File: config.mk
export PLATFORM = sky130hd
export DESIGN_NAME = axis_block_averager
export DESIGN_NICKNAME = d
export VERILOG_FILES = /design/src/rtl/axis_block_averager.sv
export SDC_FILE = /design/constraint.sdc
export NUM_CORES = 1
export LEC_CHECK = 0
export ABC_AREA = 1
export BUFFER_PORTS_ARGS = -buffer_cell sky130_fd_sc_hd__buf_2
export CORE_UTILIZATION = 65
export CTS_BUF_LIST = sky130_fd_sc_hd__clkbuf_8
export DETAILED_ROUTE_END_ITERATION = 8
export GPL_ROUTABILITY_DRIVEN = 0
export PLACE_DENSITY = 0.86
export SYNTH_ARGS = -nofsm -noshare
export SYNTH_HDL_FRONTEND = slang
export SYNTH_SLANG_ARGS = --single-unit
File: constraint.sdc
create_clock -name aclk -period 7.6 [get_ports aclk]
set_input_delay 1.52 -clock aclk [delete_from_list [all_inputs] [get_ports aclk]]
set_output_delay 1.52 -clock aclk [all_outputs]
set_load 0.1 [all_outputs]
File: src/rtl/axis_block_averager.sv
// Decimating boxcar averager: sums non-overlapping blocks of 2^L signed AXIS
// samples and emits one arithmetically right-shifted mean per block.
module axis_block_averager #(
  parameter int AXIS_TDATA_WIDTH = 14,
  parameter int LOG2_MAX         = 16
) (
  input  logic                        aclk,
  input  logic                        aresetn,
  input  logic [7:0]                  cfg_data,
  input  logic [AXIS_TDATA_WIDTH-1:0] s_axis_tdata,
  input  logic                        s_axis_tvalid,
  output logic                        s_axis_tready,
  output logic [AXIS_TDATA_WIDTH-1:0] m_axis_tdata,
  output logic                        m_axis_tvalid,
  input  logic                        m_axis_tready
);

  localparam int ACC_W = AXIS_TDATA_WIDTH + LOG2_MAX;
  localparam int CNT_W = LOG2_MAX + 1;

  logic signed [ACC_W-1:0]       acc_q, acc_d;
  logic [CNT_W-1:0]              cnt_q, cnt_d;
  logic [4:0]                    l_q, l_d;
  logic [AXIS_TDATA_WIDTH-1:0]   data_q, data_d;
  logic                          valid_q, valid_d;

  logic [4:0]                    cfg_l;
  logic [4:0]                    l_eff;
  logic [CNT_W-1:0]              last_cnt;
  logic                          accept;
  logic                          block_end;
  logic signed [ACC_W-1:0]       sample_ext;
  logic signed [ACC_W-1:0]       sum;
  logic signed [ACC_W-1:0]       mean;

  // Ready depends only on the output register, so the completing sample of a
  // block always finds the register free or being drained on the same edge.
  assign s_axis_tready = ~valid_q | m_axis_tready;
  assign accept        = s_axis_tvalid & s_axis_tready;
  assign m_axis_tdata  = data_q;
  assign m_axis_tvalid = valid_q;

  always_comb begin
    cfg_l      = (cfg_data[4:0] > 5'(LOG2_MAX)) ? 5'(LOG2_MAX) : cfg_data[4:0];
    // The first sample of a block uses the live config; later ones the latched L.
    l_eff      = (cnt_q == '0) ? cfg_l : l_q;
    last_cnt   = (CNT_W'(1) << l_eff) - CNT_W'(1);
    block_end  = accept && (cnt_q == last_cnt);
    sample_ext = {{LOG2_MAX{s_axis_tdata[AXIS_TDATA_WIDTH-1]}}, s_axis_tdata};
    sum        = acc_q + sample_ext;
    mean       = sum >>> l_eff;

    acc_d   = acc_q;
    cnt_d   = cnt_q;
    l_d     = l_q;
    data_d  = data_q;
    valid_d = valid_q;

    if (valid_q && m_axis_tready) begin
      valid_d = 1'b0;
    end

    if (accept) begin
      if (cnt_q == '0) begin
        l_d = cfg_l;
      end
      if (block_end) begin
        data_d  = mean[AXIS_TDATA_WIDTH-1:0];
        valid_d = 1'b1;
        acc_d   = '0;
        cnt_d   = '0;
      end else begin
        acc_d = sum;
        cnt_d = cnt_q + CNT_W'(1);
      end
    end
  end

  always_ff @(posedge aclk or negedge aresetn) begin
    if (!aresetn) begin
      acc_q   <= '0;
      cnt_q   <= '0;
      l_q     <= '0;
      data_q  <= '0;
      valid_q <= 1'b0;
    end else begin
      acc_q   <= acc_d;
      cnt_q   <= cnt_d;
      l_q     <= l_d;
      data_q  <= data_d;
      valid_q <= valid_d;
    end
  end

endmodule

-- Word-level counts from Yosys, hierarchy flattened
Index checks and enable logic that the tools add are counted.
- register bits after elaboration: 67
- bits of input ports: 26
- logic and storage cells: 26
- add/sub/neg operators: 3
- order comparisons: 1
- eq/ne operators: 1
- shift operators: 2
- mux-type cells: 7
- bitwise logic cells: 3
- reduce and logical (&&, ||, !) cells: 4
- operator list (operator ; count):
    30-bit by 14-bit adder with 30-bit output ; 1
    30-bit 2-to-1 mux ; 1
    30-bit by 5-bit >>> shifter with 14-bit output ; 1
    17-bit by 1-bit adder with 17-bit output (second input constant) ; 1
    17-bit == test ; 1
    17-bit zero test ; 1
    17-bit 2-to-1 mux ; 1
    1-bit by 5-bit left shift with 17-bit output (first input constant) ; 1
    17-bit by 2-bit subtractor with 17-bit output (second input constant) ; 1
    5-bit 2-to-1 mux ; 2
    5-bit > comparator (second input constant) ; 1
    1-bit 2-to-1 mux ; 3
    1-bit logical AND ; 2
    2-bit AND reduction ; 1
    1-bit bitwise AND ; 1
    1-bit NOT ; 1
    1-bit OR ; 1

-- Depth between registers and ports, before layout
- depth after elaboration: 9
- mapped depth: 26

-- Worst setup path before layout
OpenSTA, ideal clock, no wires.
- path kind: input port to flip-flop
- start: input port m_axis_tready
- end: register cnt_q[16]
- arrival: 3863 ps
- data required time: 7485 ps
- slack: 3622 ps
- cell stages on the path: 17
- cell sequence: inv_1 nand2_1 nand2_1 inv_1 clkbuf_1 nand3_1 nor2_1 inv_1 nor2_1 inv_1 nor2_1 inv_1 nor2_1 nand2_1 xor2_1 inv_1 nor2_1
- longest elaborated chain between the ends: 4
- ends and longest elaborated chain (element ; RTL line ; source):
    from (decl) ; 15 ; input logic m_axis_tready
    1-bit OR (*) ; 38 ; assign s_axis_tready = ~valid_q | m_axis_tready;
    named net s_axis_tready ; 12 ; output logic s_axis_tready,
    1-bit bitwise AND (*) ; 39 ; assign accept = s_axis_tvalid & s_axis_tready;
    1-bit logical AND ; 48 ; block_end = accept && (cnt_q == last_cnt);
    17-bit 2-to-1 mux ; 67 ; if (block_end) begin
    to (signal assigned) ; 88 ; cnt_q <= cnt_d;
    to (decl) ; 22 ; logic [CNT_W-1:0] cnt_q, cnt_d;
The timed path passes the listed nets; every way through them passes the cells marked *.
A chain may end at the register's enable or synchronous reset.

-- Final worst setup path
- start: input port cfg_data[2]
- end: register acc_q[1]
- longest elaborated chain between the ends: 8
- ends and longest elaborated chain (element ; RTL line ; source):
    from (decl) ; 9 ; input logic [7:0] cfg_data,
    5-bit > comparator ; 44 ; cfg_l = (cfg_data[4:0] > 5'(LOG2_MAX)) ? 5'(LOG2_MAX) : cfg_data[4:0];
    5-bit 2-to-1 mux (*) ; 44 ;
    5-bit 2-to-1 mux (*) ; n/a ;
    1-bit by 5-bit left shift with 17-bit output (*) ; 47 ; last_cnt = (CNT_W'(1) << l_eff) - CNT_W'(1);
    17-bit by 2-bit subtractor with 17-bit output (*) ; 47 ;
    17-bit == test (*) ; 48 ;
    1-bit logical AND (*) ; 48 ;
    30-bit 2-to-1 mux (*) ; 67 ;
    to (signal assigned) ; 81 ; acc_q <= '0;
    to (signal assigned) ; 87 ; acc_q <= acc_d;
    to (decl) ; 21 ; logic signed [ACC_W-1:0] acc_q, acc_d;
Every way passes the cells marked *; elsewhere a longest branch is shown, timed or not.

==> key figures <==
Clock tree
  – Postcts setup bufs: 0
  – TritonCTS buffer count: 9
  – Cts hold-fix bufs: 0
  – Worst-path clk slew: 0.08 ns
  – H-tree lvl count: 3
  – CTS tree: yes
  – Clk_lat worst skew: 0.38 ns
  – Clock Sinks: 67
  – Post-CTS Resized: 0
  – CTS Root Cell: clkbuf_8
  – Deepest clock path buffer count: 2

STA
  – Worst Max-Slew Pin Slew: 0.895 ns
  – Min Tclk post-route: 5.55 ns
  – Fin. max-slew vios: 0
  – Fin. Hold Viols: 0
  – Finish-stage setup viols: 0
  – Hold slack: 0.467 ns
  – Slew headroom: 40.3%
  – Fmax: around 180 MHz
  – Setup TNS: 0 ns
  – Final Cycle Share: 73.1%
  – Max Clock Skew: 0.0132 ns
  – RSZ-0062 raised after global routing: no

Synth
  – Yosys reg bits: 67
  – Cell area after synthesis: 7640 sq um
  – Cells after Synth: roughly 1.4k
  – Post-Syn Nets: between 1k and 1.5k
  – Syn. warnings: 0
  – Synth Flop Type: dfrtp_1
  – Register area share after synthesis: 21.9%
  – Distinct cells, synth: 40
  – Post-synth ARST share: 100%
  – Syn avg cell area: ~5.6 sq um
  – Number of flops mapped to enable cells by yosys: 0

Pwr
  – Lkg Pwr: 0.00465 uW
  – IR Drop Worst-Case VDD: 0.265 mV
  – Pwr dens: between 300 and 400 nW/um^2
  – Tot Pwr: 3170 uW

Cells and area
  – Commonest non-fill, non-tap cell in the layout: nand2_1
  – Antenna cells: 0
  – Util after Layout: a little under three quarters
  – Most frequent cells in the layout: 539 x nand2_1, 224 x nand3_1, 154 x inv_1
  – Share of cells above drive strength 1: 6.57%
  – Total Nets Final: 1,439
  – # fillers: 1,062
  – Layout area overhead: 6.07%
  – Finished Layout Cells: 1,528

Setup path
  – Startpoint types: input port
  – Required time worst endpoint: between 7 and 8 ns
  – Worst Setup Path Type: input port to flop
  – Crit path DAT: around 5.8 ns
  – Reg2Reg Setup Slack: 2.53 ns
  – Crit end category: flop
  – CP max FO: 33
  – Worst reg2reg path depth: 22

Floorplan
  – Top-level I/O count: 42
  – Core ar.: 11,400 sq um
  – Initial Util: 66.9%
  – Die Y: 110 um
  – Die ar.: about 12,000 sq um
  – Row count: 39
  – Die width: 110 um

Routing
  – Drt drc: 0
  – Post-route ant nets: 0
  – WL per Instance: 14.1 um
  – Via count: 8,827
  – Drt first pass iters: 6
  – DR iter-0 viols: between 900 and 1k
  – Via/cell ratio: 5.78
  – Final wirelength: 21.5 mm

Global route
  – GRT Util Overall: 36.8%
  – First-pass GRT wire length: about 37 mm
  – Vias in the first global route: roughly 8.0k
  – Largest net degree at the start of global routing: 70
  – GRT Residual Overflow: 0
  – Initial antenna violation count: 0

Status
  – Status: completed

Hold path
  – Hold WC Path Type: flop to flop
  – Hold path depth: 2

Placement
  – Hpwl dp: 16.3 mm
  – DP Cell Count: 1,512
  – Port bufs: 38

Job
  – Max-cap violations: 0
[synthesized netlist by cell type (6+ instances only)]
master	count	area (sq um)
nand3_1	224	1120
o21ai_0	32	160
xnor2_1	7	61.3
nand4_1	28	175
and2_1	7	43.8
clkbuf_1	19	71.3
dfrtp_1	67	1680
buf_1	12	45.0
ha_1	32	400
nand2_2	8	50.1
buf_2	6	30.0
inv_1	153	574
nand2_1	540	2030
nor3_1	13	65.1
xor2_1	16	140
nor2_1	122	458
a21oi_1	39	195
[logic make-up (layout without fill, tap and decap cells)]
group,after synthesis,after routing,synth area share [%]
XOR/XNOR,24,24,2.85
adder cells (fa/ha/maj),33,33,5.50
AO/OA/AOI/OAI,82,82,5.71
flip-flops,67,67,21.9
AND/OR/NAND/NOR,962,962,54.0
buffers and inverters,198,217,10.0
[path summary, 6_finish.rpt]
path	startpoint	to
max reg2reg	cnt_q[0]	acc_q[1]
max in group asynchronous	aresetn	l_q[2]
max	cfg_data[2]	acc_q[1]
min	m_axis_tdata[13]	m_axis_tdata[13]
min in group asynchronous	aresetn	acc_q[25]
min reg2reg	m_axis_tdata[13]	m_axis_tdata[13]
[routing by layer]
metal  vias to the layer above  track usage [%]  wire length [um]
li1                       4388                -                 -
met1                      3944             49.6              9280
met2                       416             56.7              9410
met3                        79             7.08              1970
met4                         0             17.2               835
met5                         -                0                 0
[registers in the layout (all words and copies together), names as in the netlist]
signal         flops
m_axis_tvalid      1
m_axis_tdata      14
cnt_q             17
l_q                5
acc_q             30
[cell type report]
type,instances,area (sq um),area share (%)
multi-input cells,1101,5200,64.2
flip-flops and latches,67,1680,20.7
inverters,158,594,7.33
repair buffers,43,228,2.81
well taps,143,179,2.21
clock buffers,11,151,1.87
clock inverters,5,76.3,0.942
[critical path: stages]
cell and delay (ns):
buf_2 0.10, nor2_1 0.09, nand2_1 0.07, a21boi_0 0.21, nand2_1 0.10, nand2_2 0.49
inv_2 0.42, nand2_1 0.20, inv_1 0.14, nand2_1 0.10, ha_1 0.25, nand3_2 0.14
nor2_2 0.23, o21ai_1 0.13, o21ai_2 0.09, xor2_2 0.52, nand3_2 0.45, buf_4 0.39
nand3_1 0.10, nand2_1 0.06
[through the flow]
| step | setup slack (ns) | instance area, sq um |
|---|---|---|
| after floorplan | 3.62 | 7640 |
| after global placement | 1.86 | 7880 |
| after detailed placement | 1.79 | 7880 |
| after CTS | 2.18 | 8110 |
| after global routing | 1.62 | 8110 |
| final | 2.05 | 8110 |
[power breakdown]
part	internal (uW)	leakage, uW	switching (uW)
clock network	201	0.000117	154
registers	472	0.000817	90.2
logic	728	0.00371	1520
total	1400	0.00465	1770
Power figures use the tool's default switching activity.
